### src/rtl/imem_loader_ctrl.sv
// Host-side load/run/inspect sequencer: streams a program into instruction memory,
// runs the processor for a fixed window, then reads back a register range.
module imem_loader_ctrl #(
    parameter int ADDR_W     = 9,
    parameter int DATA_W     = 32,
    parameter int REG_W      = 4,
    parameter int DUMP_FIRST = 0,
    parameter int DUMP_LAST  = 5,
    parameter int RUN_CYCLES = 25
) (
    input  logic              clock,
    input  logic              reset,
    input  logic              start,
    input  logic              in_valid,
    output logic              in_ready,
    input  logic [DATA_W-1:0] in_data,
    input  logic              in_last,
    output logic [ADDR_W-1:0] addr,
    output logic              wEn,
    output logic [DATA_W-1:0] wDat,
    output logic              working,
    output logic [REG_W-1:0]  rID,
    input  logic [DATA_W-1:0] rdata,
    output logic              dump_valid,
    input  logic              dump_ready,
    output logic [REG_W-1:0]  dump_id,
    output logic [DATA_W-1:0] dump_data,
    output logic [ADDR_W:0]   load_count,
    output logic              busy,
    output logic              done
);

    localparam int RUN_W = (RUN_CYCLES > 1) ? $clog2(RUN_CYCLES) : 1;
    localparam logic [ADDR_W:0] LAST_ADDR = (ADDR_W+1)'((1 << ADDR_W) - 1);

    typedef enum logic [2:0] {
        S_IDLE, S_LOAD, S_FLUSH, S_RUN, S_SETTLE, S_DUMP_WAIT, S_DUMP_OUT, S_DONE
    } state_t;

    state_t              state_q, state_d;
    logic                in_ready_q, in_ready_d;
    logic [ADDR_W-1:0]   addr_q, addr_d;
    logic                wen_q, wen_d;
    logic [DATA_W-1:0]   wdat_q, wdat_d;
    logic                working_q, working_d;
    logic [REG_W-1:0]    rid_q, rid_d;
    logic                dump_valid_q, dump_valid_d;
    logic [REG_W-1:0]    dump_id_q, dump_id_d;
    logic [DATA_W-1:0]   dump_data_q, dump_data_d;
    logic [ADDR_W:0]     load_count_q, load_count_d;
    logic                busy_q, busy_d;
    logic                done_q, done_d;
    logic [RUN_W-1:0]    run_cnt_q, run_cnt_d;

    always_comb begin
        state_d      = state_q;
        addr_d       = addr_q;
        wen_d        = 1'b0;
        wdat_d       = wdat_q;
        rid_d        = rid_q;
        dump_id_d    = dump_id_q;
        dump_data_d  = dump_data_q;
        load_count_d = load_count_q;
        run_cnt_d    = run_cnt_q;

        case (state_q)
            S_IDLE, S_DONE: begin
                if (start) begin
                    state_d      = S_LOAD;
                    load_count_d = '0;
                end
            end
            S_LOAD: begin
                if (in_valid && in_ready_q) begin
                    wen_d        = 1'b1;
                    addr_d       = load_count_q[ADDR_W-1:0];
                    wdat_d       = in_data;
                    load_count_d = load_count_q + (ADDR_W+1)'(1);
                    // Top address ends the session so the write pointer never wraps.
                    if (in_last || load_count_q == LAST_ADDR)
                        state_d = S_FLUSH;
                end
            end
            S_FLUSH: begin
                state_d   = S_RUN;
                run_cnt_d = '0;
            end
            S_RUN: begin
                if (run_cnt_q == RUN_W'(RUN_CYCLES - 1)) begin
                    state_d = S_SETTLE;
                    rid_d   = REG_W'(DUMP_FIRST);
                end else begin
                    run_cnt_d = run_cnt_q + RUN_W'(1);
                end
            end
            S_SETTLE: state_d = S_DUMP_WAIT;
            S_DUMP_WAIT: begin
                // rdata has had a full cycle to follow rID by now.
                dump_data_d = rdata;
                dump_id_d   = rid_q;
                state_d     = S_DUMP_OUT;
            end
            S_DUMP_OUT: begin
                if (dump_ready) begin
                    if (rid_q == REG_W'(DUMP_LAST)) begin
                        state_d = S_DONE;
                    end else begin
                        rid_d   = rid_q + REG_W'(1);
                        state_d = S_DUMP_WAIT;
                    end
                end
            end
            default: state_d = S_IDLE;
        endcase

        in_ready_d   = (state_d == S_LOAD);
        working_d    = (state_d == S_RUN);
        dump_valid_d = (state_d == S_DUMP_OUT);
        busy_d       = (state_d != S_IDLE) && (state_d != S_DONE);
        done_d       = (state_d == S_DONE);
    end

    always_ff @(posedge clock) begin
        if (reset) begin
            state_q      <= S_IDLE;
            in_ready_q   <= 1'b0;
            addr_q       <= '0;
            wen_q        <= 1'b0;
            wdat_q       <= '0;
            working_q    <= 1'b0;
            rid_q        <= '0;
            dump_valid_q <= 1'b0;
            dump_id_q    <= '0;
            dump_data_q  <= '0;
            load_count_q <= '0;
            busy_q       <= 1'b0;
            done_q       <= 1'b0;
            run_cnt_q    <= '0;
        end else begin
            state_q      <= state_d;
            in_ready_q   <= in_ready_d;
            addr_q       <= addr_d;
            wen_q        <= wen_d;
            wdat_q       <= wdat_d;
            working_q    <= working_d;
            rid_q        <= rid_d;
            dump_valid_q <= dump_valid_d;
            dump_id_q    <= dump_id_d;
            dump_data_q  <= dump_data_d;
            load_count_q <= load_count_d;
            busy_q       <= busy_d;
            done_q       <= done_d;
            run_cnt_q    <= run_cnt_d;
        end
    end

    assign in_ready   = in_ready_q;
    assign addr       = addr_q;
    assign wEn        = wen_q;
    assign wDat       = wdat_q;
    assign working    = working_q;
    assign rID        = rid_q;
    assign dump_valid = dump_valid_q;
    assign dump_id    = dump_id_q;
    assign dump_data  = dump_data_q;
    assign load_count = load_count_q;
    assign busy       = busy_q;
    assign done       = done_q;

endmodule

### config.mk
export PLATFORM = sky130hd
export DESIGN_NAME = imem_loader_ctrl
export DESIGN_NICKNAME = d
export VERILOG_FILES = /design/src/rtl/imem_loader_ctrl.sv
export SDC_FILE = /design/constraint.sdc
export NUM_CORES = 1
export LEC_CHECK = 0
export ABC_AREA = 1
export CORE_UTILIZATION = 43
export DETAILED_ROUTE_END_ITERATION = 16
export HOLD_SLACK_MARGIN = 0.15
export PLACE_DENSITY_LB_ADDON = 0.15
export SKIP_CTS_REPAIR_TIMING = 1
export SYNTH_ARGS = -nofsm -noshare
export SYNTH_HDL_FRONTEND = slang
export SYNTH_SLANG_ARGS = --single-unit
### constraint.sdc
create_clock -name clock -period 1.8 [get_ports clock]
set_input_delay 0.36 -clock clock [delete_from_list [all_inputs] [get_ports clock]]
set_output_delay 0.36 -clock clock [all_outputs]
set_load 0.05 [all_outputs]
==> flow_summary.yaml, run 1 <==
place:
  portBuffers: 166
  dp_hpwl_um: 7400
  dpl_cell_area_um2: 5720
  gp_congestion: 0.855
  place_worst_setup_slack_ns: 0.0133
layout:
  final_common_cell: "buf_4"
  syn_to_final_growth_pct: 42.7
  utilization_pct: 63.7
  nets: 776
  layout_common_cells: "buf_4 (107), dfxtp_1 (100), nor2_1 (98)"
  drive_above_1_share_pct: 20.8
  antenna_cells: 0
  design_area_um2: 5910
route:
  first_pass_iters: 4
  antenna_left: 0
  vias: 3945
  drc_errors: 0
  vias_per_cell: 4.72
  routed_wl_um: 10200
  wire_per_inst_um: 12.2
  drt_iter0_markers: 208
power:
  max-vdd-ir-drop_uv: 558
  swShare_pct: 40.6
  internal_power_mw: 4.06
  p_comb_share_pct: 38.8
  pwr-share-seq_pct: 41.2
  p_leak_nw: 2.47
  switchingPower_mw: 2.78
  powerDensity_nw_per_um2: 1160
  clkPwrFrac_pct: 20.0
worst_setup_path:
  worstSetupStartpointType: "flip-flop"
  cp_slowest_stage_delay_ns: 0.38
  crit_required_ns: 2.10
  crit_buf_inv: 2
  cp_common_cell: "nand2_1"
  cp-end-kind: "flip-flop"
  path_cells: "inv_1, ha_1, nand2_1, inv_1, nand2_1, nand2_1, nand2_1, nand2_1, nor2_1, nand2_1, xor2_1, nor2_1"
  criticalPathCategory: "flip-flop to flip-flop"
  cp_max_fo: 4
  crit_family: "simple AND/OR/NAND/NOR gates"
  slowest_stage: "dfxtp_1"
  crit_arrival_ns: 1.90
cts:
  cts_tree: "done"
  clk_pin_slew_ns: 0.10
  htreeDepth: 3
  clockRootBuffer: "clkbuf_8"
  worstSkewPairLatency_ns: 0.37
  clkSinkCount: 105
  numCtsBuffers: 9
  clockBufferDepth: 2
die:
  core_um2: 9280
  die_w_um: 100
  rows: 35
  start_util_pct: 44.6
  fp.dieH_um: 100
  dieArea_um2: 10000
  io_pins: 167
sta:
  finalSetupViolations: 0
  rsz0062_at_grt: "no"
  period_needed_ns: 1.60
  clock-skew-final_ns: 0.0103
  setup_slack_ns: 0.204
  maxSlewViolCount: 0
  final_hold_viol_count: 0
  timing.final.crit_share_pct: 88.7
  tns_ns: 0
  worst_slew_pin_slew_ns: 0.320
  fmax_mhz: 626
  slew_headroom_pct: 78.7
grt:
  antenna_found_initial: 0
  grt-ovfl-total: 0
  grt.total_usage_pct: 20.2
  grt_max_degree: 73
  grt_pass1_wl_um: 16400
  first_global_vias: 3688
synth:
  syn_inst: 540
  synth_area_um2: 4140
  ys_seq_area_share_pct: 50.7
  yosys.cell_types.count: 30
  ys.warnings.count: 0
  syn_nets: 615
  avgSynthCellArea_um2: 7.67
  ys_seq_elements: 105
hold_path:
  hp-class: "flip-flop to flip-flop"
run:
  maxCapViolCount: 0
run_status:
  status: "finished clean"
area by class of cell:
| cell class | count | area (um^2) |
|---|---|---|
| Fill cell | 820 | 3370 |
| Clock inverter | 6 | 51.3 |
| Tap cell | 129 | 161 |
| Multi-Input combinational cell | 334 | 1630 |
| Timing Repair Buffer | 179 | 1550 |
| Inverter | 72 | 275 |
| Clock buffer | 10 | 138 |
| Sequential cell | 105 | 2110 |
cell families after synthesis:
group                    count (synthesis)  synth area share (%)
AND/OR/NAND/NOR                        179                  18.7
AO/OA/AOI/OAI                          148                  18.4
flip-flops                             105                  50.7
buffers and inverters                  101                  10.2
adder cells (fa/ha/maj)                  5                  1.51
XOR/XNOR                                 2                 0.423
worst min-delay path: stages (launching register included):
cell and delay, ns:
dfxtp_1 0.32, inv_1 0.04, a21oi_1 0.05
synthesized netlist by cell type:
| cell | number | area [um^2] |
|---|---|---|
| inv_2 | 3 | 11.3 |
| clkbuf_1 | 18 | 67.6 |
| buf_2 | 2 | 10.0 |
| nand2_2 | 1 | 6.26 |
| nand2_4 | 2 | 22.5 |
| ha_1 | 5 | 62.6 |
| nor3b_1 | 1 | 7.51 |
| buf_1 | 2 | 7.51 |
| nor3_4 | 2 | 32.5 |
| a21oi_2 | 1 | 8.76 |
| nand3_1 | 13 | 65.1 |
| o211a_1 | 1 | 10.0 |
| a21oi_1 | 55 | 275 |
| xor2_1 | 2 | 17.5 |
| nor3_1 | 11 | 55.1 |
| o21ai_1 | 4 | 20.0 |
| inv_1 | 68 | 255 |
| o21ai_0 | 83 | 415 |
| nand4_1 | 4 | 25.0 |
| nand3_4 | 1 | 17.5 |
| o22ai_1 | 1 | 6.26 |
| nand3b_1 | 1 | 7.51 |
| o211ai_1 | 1 | 7.51 |
| buf_6 | 3 | 33.8 |
| o21ai_2 | 2 | 17.5 |
| dfxtp_1 | 105 | 2100 |
| buf_4 | 4 | 30.0 |
| nor2_1 | 98 | 368 |
| inv_6 | 1 | 8.76 |
| nand2_1 | 45 | 169 |
path summary, 6_finish.rpt:
path / start / to / slack [ns] / cells past startpoint
hold / removal: dump_id[2] / dump_id[2] / 0.45 / 2
setup / recovery: run_cnt_q[0] / run_cnt_q[4] / 0.20 / 12
hold reg to reg: dump_id[2] / dump_id[2] / 0.45 / 2
setup reg to reg: run_cnt_q[0] / run_cnt_q[4] / 0.20 / 12
per-layer routing:
layer	GRT usage, %	wire [um]	vias to the layer above
met5	0	0	-
met4	8.92	184	0
met3	3.41	580	12
met2	36.0	5060	111
met1	23.8	4380	1773
li1	-	-	2049
sequential cells by signal (all words and copies together), names as in the netlist, 3 cells and up:
signal and cells:
addr 9, dump_data 32, dump_id 4, load_count 10, rID 4, run_cnt_q 5, state_q 3, wDat 32
power groups by stage:
| stage | combinational, mW | sequential [mW] | clock, mW |
|---|---|---|---|
| after detailed placement | 2.67 | 2.87 | 0 |
| after global routing | 2.86 | 2.86 | 1.51 |
| after global placement | 2.63 | 2.85 | 0 |
| final | 2.65 | 2.82 | 1.37 |
| after CTS | 2.67 | 2.82 | 1.43 |
| after floorplan | 1.04 | 3.68 | 0 |
stage by stage:
step                      cells  hold WS, ns  power, mW
after global placement      819        0.430       5.48
after floorplan             540        0.439       4.71
final                       835        0.446       6.84
after CTS                   835        0.448       6.92
after detailed placement    819        0.434       5.53
after global routing        835        0.458       7.23
Note: power is estimated with default switching activity, not from simulation.
==> run 2: changes to the inputs <==
- MAX_ROUTING_LAYER: unset -> met4
==> run 2 against run 1 <==
Compared with the run above: combinational power about the same; clock power is essentially flat; sequential cell count unchanged; maximum frequency rose by 0.24%; sequential share of layout area is the same.
==> flow_summary.yaml, run 2 (synthesized netlist as in run 1, its figures left out) <==
run_status:
  status: "finished clean"
layout:
  final_common_cell: "buf_4"
  fin_cells: 835
  design_area_um2: 5910
  utilization_pct: 63.7
  antenna_cells: 0
  syn_to_final_growth_pct: 42.7
  nets: 776
  layout_common_cells: "buf_4 (107), dfxtp_1 (100), nor2_1 (98)"
  drive_above_1_share_pct: 20.8
die:
  rows: 35
  die_w_um: 100
  core_um2: 9280
  dieArea_um2: 10000
  start_util_pct: 44.6
  io_pins: 167
  fp.dieH_um: 100
sta:
  finalSetupViolations: 0
  worst_slew_pin_slew_ns: 0.316
  final_hold_viol_count: 0
  rsz0062_at_grt: "no"
  timing.final.crit_share_pct: 88.5
  hold_ws_ns: 0.446
  fmax_mhz: 628
  maxSlewViolCount: 0
  clock-skew-final_ns: 0.0105
  period_needed_ns: 1.59
  slew_headroom_pct: 78.9
cts:
  worstSkewPairLatency_ns: 0.37
  cts_tree: "done"
  clk_pin_slew_ns: 0.09
  clockRootBuffer: "clkbuf_8"
  htreeDepth: 3
  numCtsBuffers: 9
  clkSinkCount: 105
  clockBufferDepth: 2
route:
  wire_per_inst_um: 12.2
  antenna_left: 0
  routed_wl_um: 10200
  drc_errors: 0
  drt_iter0_markers: 211
  first_pass_iters: 6
  vias_per_cell: 4.73
  vias: 3948
power:
  total_power_mw: 6.85
  p_leak_nw: 2.47
  powerDensity_nw_per_um2: 1160
  max-vdd-ir-drop_uv: 559
place:
  gp_congestion: 0.868
  portBuffers: 166
  dp_hpwl_um: 7400
  dpl_cell_area_um2: 5720
  placed_cells: 819
run:
  maxCapViolCount: 0
hold_path:
  hp-class: "flip-flop to flip-flop"
grt:
  antenna_found_initial: 0
  grt_max_degree: 73
  grt_pass1_wl_um: 16400
  grt.total_usage_pct: 20.9
  first_global_vias: 3682
  grt-ovfl-total: 0
worst_setup_path:
  crit_arrival_ns: 1.89
  worstSetupStartpointType: "flip-flop"
  criticalPathCategory: "flip-flop to flip-flop"
  crit_required_ns: 2.10
  cp-end-kind: "flip-flop"
  cp_max_fo: 4
run 2: cell counts in the layout (fill, tap and decap cells not counted):
Identical to the previous run, type by type.
run 2: path summary, 6_finish.rpt:
path | end | slack (ns) | cells after the start | from
worst max-delay path | run_cnt_q[4] | 0.21 | 12 | run_cnt_q[0]
worst max register to register | run_cnt_q[4] | 0.21 | 12 | run_cnt_q[0]
worst min-delay path | dump_id[2] | 0.45 | 2 | dump_id[2]
worst min register to register | dump_id[2] | 0.45 | 2 | dump_id[2]
run 2: where the power goes:
part | total [mW] | leakage [nW] | switching (mW) | internal, mW
Clock | 1.37 | 0.0987 | 0.814 | 0.561
Sequential | 2.82 | 0.852 | 0.204 | 2.61
Combinational | 2.65 | 1.51 | 1.76 | 0.889
Total | 6.85 | 2.47 | 2.78 | 4.06
run 2: critical path: stages, from the launching register on:
cell     delay, ns
dfxtp_1       0.38
inv_1         0.07
ha_1          0.21
nand2_1       0.06
inv_1         0.03
nand2_1       0.07
nand2_1       0.10
nand2_1       0.11
nand2_1       0.06
nor2_1        0.13
nand2_1       0.08
xor2_1        0.14
nor2_1        0.08
run 2: cell type report:
| cell class | count | area [um^2] |
|---|---|---|
| tap | 129 | 161 |
| inverter | 72 | 275 |
| timing repair buffer | 179 | 1550 |
| fill | 820 | 3370 |
| multi-input combinational | 334 | 1630 |
| sequential | 105 | 2110 |
| clock inverter | 6 | 51.3 |
| clock buffer | 10 | 138 |
run 2: through the flow:
stage	worst slack (ns)	TNS [ns]
finish	0.207	0
global route	0.0194	0
CTS	0.0919	0
detailed placement	0.0133	0
global placement	0.0686	0
floorplan	-0.0180	-0.0180
run 2: layer usage:
metal	vias up	wire length [um]	global-route usage (%)
li1	2047	-	-
met1	1781	4470	24.3
met2	108	5040	36.0
met3	12	486	2.86
met4	0	182	8.92
met5	-	0	-
==> run 3: changes to the inputs <==
- CORE_MARGIN: unset -> 2
==> run 3 against run 2 <==
Compared with the run above: final cell count is 0.12% higher; register-to-register slack hardly changed; combinational power hardly changed; setup slack worse by 0.015 ns; clock skew is 0.00093 ns higher; largest power group unchanged.
==> flow_summary.yaml, run 3 (synthesized netlist as in run 1, its figures left out) <==
cts:
  clockRootBuffer: "clkbuf_8"
  htreeDepth: 3
  clkSinkCount: 105
  clockBufferDepth: 2
  numCtsBuffers: 9
  worstSkewPairLatency_ns: 0.36
  clk_pin_slew_ns: 0.10
  cts_tree: "done"
die:
  io_pins: 167
  die_w_um: 102
  dieArea_um2: 10400
  start_util_pct: 44.6
  rows: 35
  fp.dieH_um: 102
  core_um2: 9280
power:
  pwr-share-seq_pct: 40.4
  total_power_mw: 6.96
  clkPwrFrac_pct: 21.4
  swShare_pct: 40.2
  p_comb_share_pct: 38.2
  powerDensity_nw_per_um2: 1170
  switchingPower_mw: 2.80
  p_leak_nw: 2.47
  internal_power_mw: 4.16
  max-vdd-ir-drop_uv: 537
sta:
  timing.final.crit_share_pct: 89.3
  slew_headroom_pct: 73.9
  clock-skew-final_ns: 0.0115
  fmax_mhz: 622
  worst_slew_pin_slew_ns: 0.389
  rsz0062_at_grt: "no"
  maxSlewViolCount: 0
  period_needed_ns: 1.61
  finalSetupViolations: 0
  setup_slack_ns: 0.193
  final_hold_viol_count: 0
layout:
  layout_common_cells: "buf_4 (110), dfxtp_1 (101), nor2_1 (98)"
  design_area_um2: 5920
  utilization_pct: 63.8
  antenna_cells: 0
  drive_above_1_share_pct: 20.8
  syn_to_final_growth_pct: 43.0
  fin_cells: 836
  nets: 778
  final_common_cell: "buf_4"
route:
  vias_per_cell: 4.73
  routed_wl_um: 10200
  wire_per_inst_um: 12.3
  first_pass_iters: 4
  vias: 3956
  drc_errors: 0
  antenna_left: 0
  drt_iter0_markers: 140
place:
  gp_congestion: 0.838
  dpl_cell_area_um2: 5710
  portBuffers: 166
  place_worst_setup_slack_ns: -0.00785
  dp_hpwl_um: 7610
  placed_cells: 820
grt:
  first_global_vias: 3710
  gr-usage-met1_pct: 22.2
  grt_pass1_wl_um: 16000
  grt_use_met3_pct: 3.69
  grt.busiest_layer: "met2"
  grt_use_met2_pct: 34.4
  grt.total_usage_pct: 19.6
  grt-ovfl-total: 0
  antenna_found_initial: 0
  grt_max_degree: 48
hold_path:
  whs_path_depth: 2
  hp-start: "dump_data[15]"
  hp-class: "flip-flop to flip-flop"
  holdPathEnd: "dump_data[15]"
worst_setup_path:
  crit_required_ns: 2.05
  r2r-start: "state_q[2]"
  cp-end-kind: "flip-flop"
  cp_max_fo: 9
  criticalPathCategory: "flip-flop to flip-flop"
  crit_arrival_ns: 1.85
  r2r_slack_ns: 0.19
  r2r_end: "load_count[4]"
  rr_worst_depth: 8
  worstSetupStartpointType: "flip-flop"
run:
  maxCapViolCount: 0
run_status:
  status: "finished clean"
## run 3: layout make-up
| type | instances | area (um^2) |
|---|---|---|
| clock buffers | 9 | 124 |
| clock inverters | 6 | 75.1 |
| fillers | 862 | 3360 |
| inverters | 72 | 275 |
| multi-input cells | 334 | 1630 |
| flip-flops and latches | 105 | 2110 |
| well taps | 129 | 161 |
| repair buffers | 181 | 1560 |
## run 3: through the flow
step | setup TNS [ns] | hold WS [ns]
3_5_place_dp | -0.0144 | 0.436
4_1_cts | 0 | 0.451
5_1_grt | 0 | 0.465
2_1_floorplan | -0.0180 | 0.439
6_report | 0 | 0.447
3_3_place_gp | 0 | 0.431
## run 3: worst max-delay path, stage by stage, from the launching register on
cell	delay (ns)
dfxtp_1	0.43
nor3_4	0.30
nand2_2	0.13
nand2_4	0.08
nand2_4	0.10
o21ai_2	0.21
inv_2	0.10
o21ai_0	0.09
a21oi_1	0.06
## run 3: worst max path at each step
stage	start	to	slack, ns	cells after the start
5_1_grt	run_cnt_q[0]	busy	0.01	13
3_5_place_dp	dump_ready	rID[3]	-0.008	8
6_report	state_q[2]	load_count[4]	0.19	8
3_3_place_gp	in_valid	load_count[5]	0.08	10
2_1_floorplan	load_count[1]	busy	-0.02	12
4_1_cts	state_q[0]	load_count[4]	0.05	9
## run 3: power groups by stage
stage	Combinational (mW)	Clock, mW	Sequential, mW
CTS	2.67	1.54	2.81
global route	2.88	1.62	2.85
global placement	2.62	0	2.85
floorplan	1.04	0	3.68
finish	2.66	1.49	2.81
detailed placement	2.67	0	2.86
## run 3: routing by layer
layer	part of all wire, %	up-vias
met5	0	-
met4	1.9	0
met3	6.1	16
met2	49	118
met1	43	1769
li1	-	2053
